<file path="src/rtl/vdd_rail_sequencer.sv">
// VDD rail power sequencer with an Avalon-MM register interface.
// Rails come up one at a time: a programmable delay, then the rail enable,
// then a wait for its power-good. Power-down runs in reverse order.
// A power-good timeout during power-up, or a lost power-good while fully on,
// drops every rail at once and holds the sequencer in FAULT until software
// clears it.
module vdd_rail_sequencer #(
   parameter int unsigned NUM_RAILS       = 5,
   parameter logic [15:0] DEFAULT_DELAY   = 16'd1000,
   parameter logic [15:0] DEFAULT_TIMEOUT = 16'd5000
) (
   input  logic                 clk,
   input  logic                 reset_n,
   input  logic [1:0]           address,
   input  logic                 chipselect,
   input  logic                 write_n,
   input  logic [31:0]          writedata,
   output logic [31:0]          readdata,
   input  logic [NUM_RAILS-1:0] pgood,
   output logic [NUM_RAILS-1:0] rail_en,
   output logic                 fault_irq
);

   typedef enum logic [2:0] {
      ST_OFF    = 3'd0,
      ST_UP_DLY = 3'd1,
      ST_UP_PG  = 3'd2,
      ST_ON     = 3'd3,
      ST_DN_DLY = 3'd4,
      ST_FAULT  = 3'd5
   } state_t;

   localparam logic [2:0] LAST_IDX = 3'(NUM_RAILS - 1);

   state_t               state_q, state_d;
   logic [2:0]           idx_q, idx_d;
   logic [NUM_RAILS-1:0] rail_en_q, rail_en_d;
   logic                 fault_q, fault_d;
   logic                 fault_irq_q, fault_irq_d;
   logic [15:0]          cnt_q, cnt_d;
   logic                 to_en_q, to_en_d;
   logic [15:0]          delay_q, delay_d;
   logic [15:0]          timeout_q, timeout_d;
   logic [NUM_RAILS-1:0] pg_meta_q;
   logic [NUM_RAILS-1:0] pg_sync_q;

   logic        wr_en;
   logic        ctrl_wr;
   logic        cmd_up;
   logic        cmd_dn;
   logic        cmd_clr;
   logic [15:0] dly_load;
   logic [15:0] cnt_dec;
   logic        cnt_last;
   logic        unused_wdata;

   // UP and DOWN in the same write resolve to DOWN
   assign wr_en    = chipselect & ~write_n;
   assign ctrl_wr  = wr_en & (address == 2'd0);
   assign cmd_dn   = ctrl_wr & writedata[1];
   assign cmd_up   = ctrl_wr & writedata[0] & ~writedata[1];
   assign cmd_clr  = ctrl_wr & writedata[2];

   // A zero delay still waits one cycle; counters saturate at zero
   assign dly_load = (delay_q == 16'd0) ? 16'd1 : delay_q;
   assign cnt_dec  = (cnt_q == 16'd0) ? 16'd0 : cnt_q - 16'd1;
   assign cnt_last = (cnt_q <= 16'd1);

   assign unused_wdata = ^writedata[31:16];

   assign rail_en   = rail_en_q;
   assign fault_irq = fault_irq_q;

   // Zero-wait-state register read mux
   always_comb begin
      readdata = '0;
      case (address)
         2'd1: begin
            readdata[2:0]              = state_q;
            readdata[6:4]              = idx_q;
            readdata[8]                = fault_q;
            readdata[16 +: NUM_RAILS]  = pg_sync_q;
         end
         2'd2:    readdata[15:0] = delay_q;
         2'd3:    readdata[15:0] = timeout_q;
         default: readdata = '0;
      endcase
   end

   // Next-state, counter, rail-enable and register-write logic
   always_comb begin
      state_d   = state_q;
      idx_d     = idx_q;
      rail_en_d = rail_en_q;
      fault_d   = fault_q;
      cnt_d     = cnt_q;
      to_en_d   = to_en_q;
      delay_d   = delay_q;
      timeout_d = timeout_q;

      if (wr_en && address == 2'd2) begin
         delay_d = writedata[15:0];
      end
      if (wr_en && address == 2'd3) begin
         timeout_d = writedata[15:0];
      end

      case (state_q)
         ST_OFF: begin
            rail_en_d = '0;
            if (cmd_up) begin
               state_d = ST_UP_DLY;
               idx_d   = 3'd0;
               cnt_d   = dly_load;
            end
         end
         ST_UP_DLY: begin
            if (cmd_dn) begin
               // Current rail is not yet enabled: step back to the one below
               if (idx_q == 3'd0) begin
                  state_d = ST_OFF;
               end else begin
                  state_d = ST_DN_DLY;
                  idx_d   = idx_q - 3'd1;
                  cnt_d   = dly_load;
               end
            end else if (cnt_last) begin
               rail_en_d[idx_q] = 1'b1;
               state_d          = ST_UP_PG;
               cnt_d            = timeout_q;
               to_en_d          = (timeout_q != 16'd0);
            end else begin
               cnt_d = cnt_dec;
            end
         end
         ST_UP_PG: begin
            if (cmd_dn) begin
               // Abort starts with the rail just enabled
               if (rail_en_q[idx_q]) begin
                  state_d = ST_DN_DLY;
                  cnt_d   = dly_load;
               end else if (idx_q == 3'd0) begin
                  state_d = ST_OFF;
               end else begin
                  state_d = ST_DN_DLY;
                  idx_d   = idx_q - 3'd1;
                  cnt_d   = dly_load;
               end
            end else if (pg_sync_q[idx_q]) begin
               if (idx_q == LAST_IDX) begin
                  state_d = ST_ON;
               end else begin
                  idx_d   = idx_q + 3'd1;
                  state_d = ST_UP_DLY;
                  cnt_d   = dly_load;
               end
            end else if (to_en_q && cnt_last) begin
               state_d   = ST_FAULT;
               rail_en_d = '0;
               fault_d   = 1'b1;
            end else begin
               cnt_d = cnt_dec;
            end
         end
         ST_ON: begin
            if ((~pg_sync_q & rail_en_q) != '0) begin
               state_d   = ST_FAULT;
               rail_en_d = '0;
               fault_d   = 1'b1;
            end else if (cmd_dn) begin
               state_d = ST_DN_DLY;
               idx_d   = LAST_IDX;
               cnt_d   = dly_load;
            end
         end
         ST_DN_DLY: begin
            if (cnt_last) begin
               rail_en_d[idx_q] = 1'b0;
               if (idx_q == 3'd0) begin
                  state_d = ST_OFF;
               end else begin
                  idx_d = idx_q - 3'd1;
                  cnt_d = dly_load;
               end
            end else begin
               cnt_d = cnt_dec;
            end
         end
         ST_FAULT: begin
            rail_en_d = '0;
            if (cmd_clr) begin
               state_d = ST_OFF;
               fault_d = 1'b0;
               idx_d   = 3'd0;
            end
         end
         default: begin
            state_d   = ST_OFF;
            rail_en_d = '0;
         end
      endcase

      fault_irq_d = (state_d == ST_FAULT);
   end

   // State, counters, registers and the pgood synchronizer
   always_ff @(posedge clk or negedge reset_n) begin
      if (!reset_n) begin
         state_q     <= ST_OFF;
         idx_q       <= 3'd0;
         rail_en_q   <= '0;
         fault_q     <= 1'b0;
         fault_irq_q <= 1'b0;
         cnt_q       <= 16'd0;
         to_en_q     <= 1'b0;
         delay_q     <= DEFAULT_DELAY;
         timeout_q   <= DEFAULT_TIMEOUT;
         pg_meta_q   <= '0;
         pg_sync_q   <= '0;
      end else begin
         state_q     <= state_d;
         idx_q       <= idx_d;
         rail_en_q   <= rail_en_d;
         fault_q     <= fault_d;
         fault_irq_q <= fault_irq_d;
         cnt_q       <= cnt_d;
         to_en_q     <= to_en_d;
         delay_q     <= delay_d;
         timeout_q   <= timeout_d;
         pg_meta_q   <= pgood;
         pg_sync_q   <= pg_meta_q;
      end
   end

endmodule

</file>
<file path="config.mk">
export PLATFORM = sky130hd
export DESIGN_NAME = vdd_rail_sequencer
export DESIGN_NICKNAME = d
export VERILOG_FILES = /design/src/rtl/vdd_rail_sequencer.sv
export SDC_FILE = /design/constraint.sdc
export NUM_CORES = 1
export LEC_CHECK = 0
export BUFFER_PORTS_ARGS = -buffer_cell sky130_fd_sc_hd__buf_2
export CAP_MARGIN = 20
export CORE_MARGIN = 2
export CORE_UTILIZATION = 47
export DETAILED_ROUTE_END_ITERATION = 16
export PLACE_DENSITY = 0.64
export SLEW_MARGIN = 20
export SYNTH_ARGS = -nofsm -noshare
export SYNTH_HDL_FRONTEND = slang
export SYNTH_SLANG_ARGS = --single-unit
export TNS_END_PERCENT = 10
</file>
<file path="constraint.sdc">
create_clock -name clk -period 3.3 [get_ports clk]
set_clock_uncertainty 0.1 [all_clocks]
set_input_delay 0.495 -clock clk [delete_from_list [all_inputs] [get_ports clk]]
set_output_delay 0.495 -clock clk [all_outputs]
set_load 0.02 [all_outputs]
</file>
After elaboration in Yosys (flattened, before gate mapping). Index checks and enable logic that the tools add are counted. W data, S select, Z words.

Flip-flop bits (word level): 72. Bits in latches: 0. Bits in writable memories: 0. Bits in read-only memories: 0. Word-level logic and storage cells: 146. Memories: 0.

$add $sub $neg: 3. Multiply operators: 0. Divide/modulo/power cells: 0. Order comparisons: 3. Eq/ne operators: 27. Shift operators: 0. Mux-type cells: 69. Bitwise gates (word level): 14. Reduce and logical (&&, ||, !) cells: 19.

Operator list (number): $mux W16 (14); $pmux W16 S5 (1); $mux W3 (24); $mux W5 (8); $pmux W3 S6 (2); $logic_not A16 Y1 (2); $ne A2 B2 Y1 const B (12); $pmux W5 S4 (1); $pmux W3 S3 (2); $le A16 B1 Y1 const B (1); $reduce_bool A16 Y1 (1); $sub A16 B1 Y16 const B (1); $pmux W7 S2 (1); $eq A3 B3 Y1 const B (4); $reduce_and A6 Y1 (2); $and A5 B5 Y5 (2); $not A5 Y5 (2); $reduce_and A10 Y1 (1); $reduce_bool A5 Y1 (2); $ne A3 B3 Y1 const B (3); $mux W1 (8); $ne A4 B4 Y1 const B (2); $reduce_and A7 Y1 (1); $and A1 B1 Y1 (6); other kinds (21) (32).

Logic depth before layout (Yosys ltp).
Depth after elaboration: 8. Mapped depth: 12. Depth with buffers taken out: 9.

Worst setup path before layout. Ideal clock, no wire load.

Path kind: flip-flop to flip-flop. Start point: reg idx_q[1]. End point: reg cnt_q[3]. Library setup time: 0.122 ns. Arrival: 2.475 ns. Path slack: 0.603 ns. Stages on the path, launching flop included: 12. Buffers on the path: 3. Cell sequence: dfrtp_1 -> buf_2 -> inv_1 -> ha_1 -> nor2b_1 -> clkbuf_1 -> buf_1 -> mux2i_1 -> o21ai_0 -> a21oi_1 -> nand3_1 -> a32o_1.

Word-level cells in the longest chain between the ends: 5. Elaborated cells between the ends (all ways): 16.

RTL lines: start: declaration (line 36) `logic [2:0] idx_q, idx_d;`; start signal: assignment (line 222) `idx_q <= idx_d;`; $bmux W1 S3 (tied with other cells) (line 149) `end else if (pg_sync_q[idx_q]) begin`; $mux W1 (not written as such) (tied with other cells) (line 149); $mux W16 (on tied branches) (line 149, 139); $mux W16 (line 137) `if (cmd_dn) begin`; $pmux W16 S5 (line 108) `case (state_q)`; end signal: assignment (line 226) `cnt_q <= cnt_d;`; end: declaration (line 40) `logic [15:0] cnt_q, cnt_d;`.

Several ways; a longest one is shown, not always the timed one. The select of a mux whose other input is x is not followed. A chain may end at the register's enable or synchronous reset.

Final worst setup path.
Start point: reg idx_q[2]. End point: reg cnt_q[10].

Same word-level chain as after synthesis.

==> results.tsv <==
stage	metric	value	unit
status	status	complete, no violations	
yosys	Avg Cell Area, Syn	8.73	um^2
route	Residual DRC	0	
clock_tree	later-pin clock latency in the skew report	0.34	ns
clock_tree	post-CTS sizing	0	
worst_setup_path	worst path bufs/invs	1	
layout	P&R area growth vs syn	13.8	%
worst_setup_path	crit end category	flip-flop	
place	dpl hpwl	11800	um
clock_tree	Clock Path Buffers	2	
yosys	Cell Area, Synth	5410	um^2
sta	fin. max-slew vios	0	
yosys	top cell type's share of synthesized area	0.282	
layout	final core occ	0.544	
clock_tree	Root Buffer	clkbuf_16	
layout	fraction of layout cells with a size suffix above 1	0.261	
sta	worst relative slew slack	0.383	
yosys	sequential area share after synthesis	0.336	
yosys	Synth cell types	79	
floorplanning	chip height	111	um
job	reported max-cap violation count	0	
yosys	post-synthesis xor/xnor area fraction	0.0227	
layout	antenna cells	0	
sta	unrepaired setup endpoints after global routing	false	
floorplanning	Starting Density	0.478	
clock_tree	CTS buffer count	9	
yosys	Ys Warns	0	
yosys	mux contribution to synthesized area	0.125	
clock_tree	Post-CTS Setup Inserts	0	
floorplanning	Row Count	39	
power_and_ir_drop	peak supply drop	383	uV
power_and_ir_drop	Psw	1.98	mW
yosys	Seq cells post-synth	72	
yosys	Syn Inst Count	619	
sta	endpoints failing hold	0	
global_routing	grt ovf	0	
clock_tree	number of hold buffers added after CTS	0	
clock_tree	H-tree depth	3	
route	DR iter-0 viols	555	
sta	Finish-stage setup viols	0	
yosys	dominant cells by area after synthesis	dfrtp_1 (28%), mux2_2 (7.9%), o21ai_0 (6.0%), dfstp_2 (5.3%), mux2i_1 (4.3%)	
power_and_ir_drop	Lkg Pwr	2.58	nW
route	WL final	16800	um
yosys	Async SR Flop Fraction	1.00	
sta	worst slew pin tran	0.925	ns
min_path	Hold Crit Class	input port to flip-flop	
clock_tree	clk sinks	72	
route	vias per cell	6.33	
power_and_ir_drop	clock power share	0.209	
yosys	number of synthesized flops with an enable pin	0	
sta	setup TNS	0	ns
worst_setup_path	CP Max Fanout	13	
global_routing	first-pass GRT wire length	27300	um
sta	Achievable Freq	333	MHz
route	drt pass-1 iters	5	
place	DP Area	5880	um^2
sta	Worst Slack Setup Final	0.295	ns
power_and_ir_drop	fraction of power spent switching nets	0.438	
sta	fin crit share	0.911	
power_and_ir_drop	Comb power frac	0.469	
route	DR vias	5196	
floorplanning	die width	111	um
worst_setup_path	Worst EP arrival	3.14	ns
place	Setup WS pre-CTS	0.355	ns
worst_setup_path	Worst EP required	3.43	ns
worst_setup_path	critical-path cell list	mux2_2, a22oi_2, nand2_2, nor4_2, a221o_2, buf_4, a31oi_1, a32o_1	
worst_setup_path	worst setup path class	flip-flop to flip-flop	
yosys	Synth Area in Compound Gates	0.249	
global_routing	vias in the first global route	5146	
yosys	Main synth FF type	dfrtp_1	
yosys	adder-cell area share of the yosys netlist	0.0139	
clock_tree	CTS tree	done	
power_and_ir_drop	internal power	2.54	mW
power_and_ir_drop	PwrDens	734	nW/um^2
worst_setup_path	Crit path max-delay family	compound AO/OA/AOI/OAI gates	
layout	Final Instance Area	6150	um^2
route	Wirelength per Cell	20.5	um
yosys	largest family of logic cells by synthesized area	compound AO/OA/AOI/OAI gates	
power_and_ir_drop	Reg power frac	0.323	
yosys	Post-Synth Simple-Gate Area	0.190	
worst_setup_path	Critical Path Max Stage Delay	0.62	ns
power_and_ir_drop	Tot Pwr	4.52	mW
yosys	Yosys top cell by area	dfrtp_1	
floorplanning	ports placed on the boundary	81	
worst_setup_path	Worst Setup Start Kind	flip-flop	
floorplanning	DIE AREA	12400	um^2
sta	min Tclk post-route	3.00	ns
clock_tree	CTS clk-pin slew, worst paths	0.07	ns
floorplanning	core box area	11300	um^2
place	port buffer count	53	
global_routing	initial antenna violation count	0	
route	ANT nets after route	0	
layout	layout net count	722	
global_routing	GRT Util Overall	0.278	
global_routing	largest net degree at the start of global routing	73	
place	Final GP Congestion	0.917	
worst_setup_path	CP max stage cell	dfrtp_1	
==> routing by layer <==
layer,track usage,share of wire,vias up
met2,0.422,0.44,279
met5,0,0,-
met4,0.118,0.026,0
li1,-,-,2389
met3,0.0470,0.089,44
met1,0.393,0.44,2484
==> state kept, by name, indices dropped and copies added (netlist names) <==
name	count
idx_q	3
pg_meta_q	5
rail_en	5
delay_q	16
cnt_q	16
state_q	3
fault_q	1
to_en_q	1
pg_sync_q	5
timeout_q	16
fault_irq	1
==> logic make-up after synthesis <==
group | after synthesis
xor gates and xnor gates | 14
other | 1
muxes | 62
and+or+nand+nor | 201
adders and majority gates | 6
buffers and inverters | 70
AOI/OAI and AO/OA | 193
DFF | 72
==> final cells by class <==
class / instances / area (um^2)
clock buffers: 10 / 229
multi-input cells: 487 / 3290
fillers: 1061 / 5170
clock inverters: 6 / 50.0
well taps: 143 / 179
flip-flops and latches: 72 / 1820
inverters: 13 / 48.8
repair buffers: 90 / 546
==> final timing paths <==
path / startpoint / cells past startpoint / endpoint / slack [ns]
max in group asynchronous: reset_n / 1 / timeout_q[13] / 2.31
min reg2reg: pg_meta_q[3] / 0 / pg_sync_q[3] / 0.25
max reg2reg: idx_q[2] / 8 / cnt_q[10] / 0.30
min in group asynchronous: reset_n / 1 / cnt_q[12] / 0.18
min: pgood[1] / 1 / pg_meta_q[1] / 0.16
max: idx_q[2] / 8 / cnt_q[10] / 0.30
==> metrics by stage <==
step                hold WS (ns)  std cells
finish                     0.158        821
CTS                        0.145        821
floorplan                 0.0994        629
detailed placement         0.237        805
global route               0.146        821
global placement           0.235        805
==> power groups by stage <==
stage,clock network [mW],logic [mW],registers (mW)
CTS,0.960,2.08,1.45
global route,0.995,2.33,1.50
global placement,0,2.03,1.45
floorplan,0,1.55,1.32
finish,0.944,2.12,1.46
detailed placement,0,2.07,1.46
==> synth_stat cells, drive strengths merged, types with 4 or more instances <==
cell      n
a211oi   10
a21oi    24
a221oi    7
a22o      9
a31oi     4
a32o      8
and2     11
buf      32
clkbuf   25
dfrtp    61
dfstp    11
ha        6
inv      13
mux2     39
mux2i    23
nand2    52
nand2b    6
nand3    11
nand4     5
nor2     49
nor2b    17
nor3     19
nor4     11
o211ai   13
o21ai    69
o221ai    4
o22ai     6
o2bb2ai   5
xnor2     7
xor2      7
==> worst register-to-register path, delay by kind of cell, from the launching register on <==
kind	cells	cell delay [ns]
simple gates	2	0.54
buf+inv	1	0.25
compound gates	4	0.98
mux	1	0.41
flops	1	0.62
==> cells in the final DEF (no fill, tap or decap), types with 8 or more instances in the layout <==
cell type	synthesis	routed
mux2_2	38	38
buf_4	14	38
nand2_1	50	50
buf_2	12	52
nand3_1	11	11
a32o_1	8	8
a211oi_1	10	10
dfrtp_1	61	61
nor4_1	10	10
dfstp_2	11	11
mux2i_1	23	23
and2_1	11	11
nor2_1	48	48
nor2b_1	17	17
a21oi_1	23	23
inv_1	13	13
o21ai_0	65	64
conb_1	1	11
nor3_1	19	19
a22o_1	8	8
o211ai_1	13	13
clkbuf_16	0	9
No activity file was read; power rests on OpenSTA's default activity.
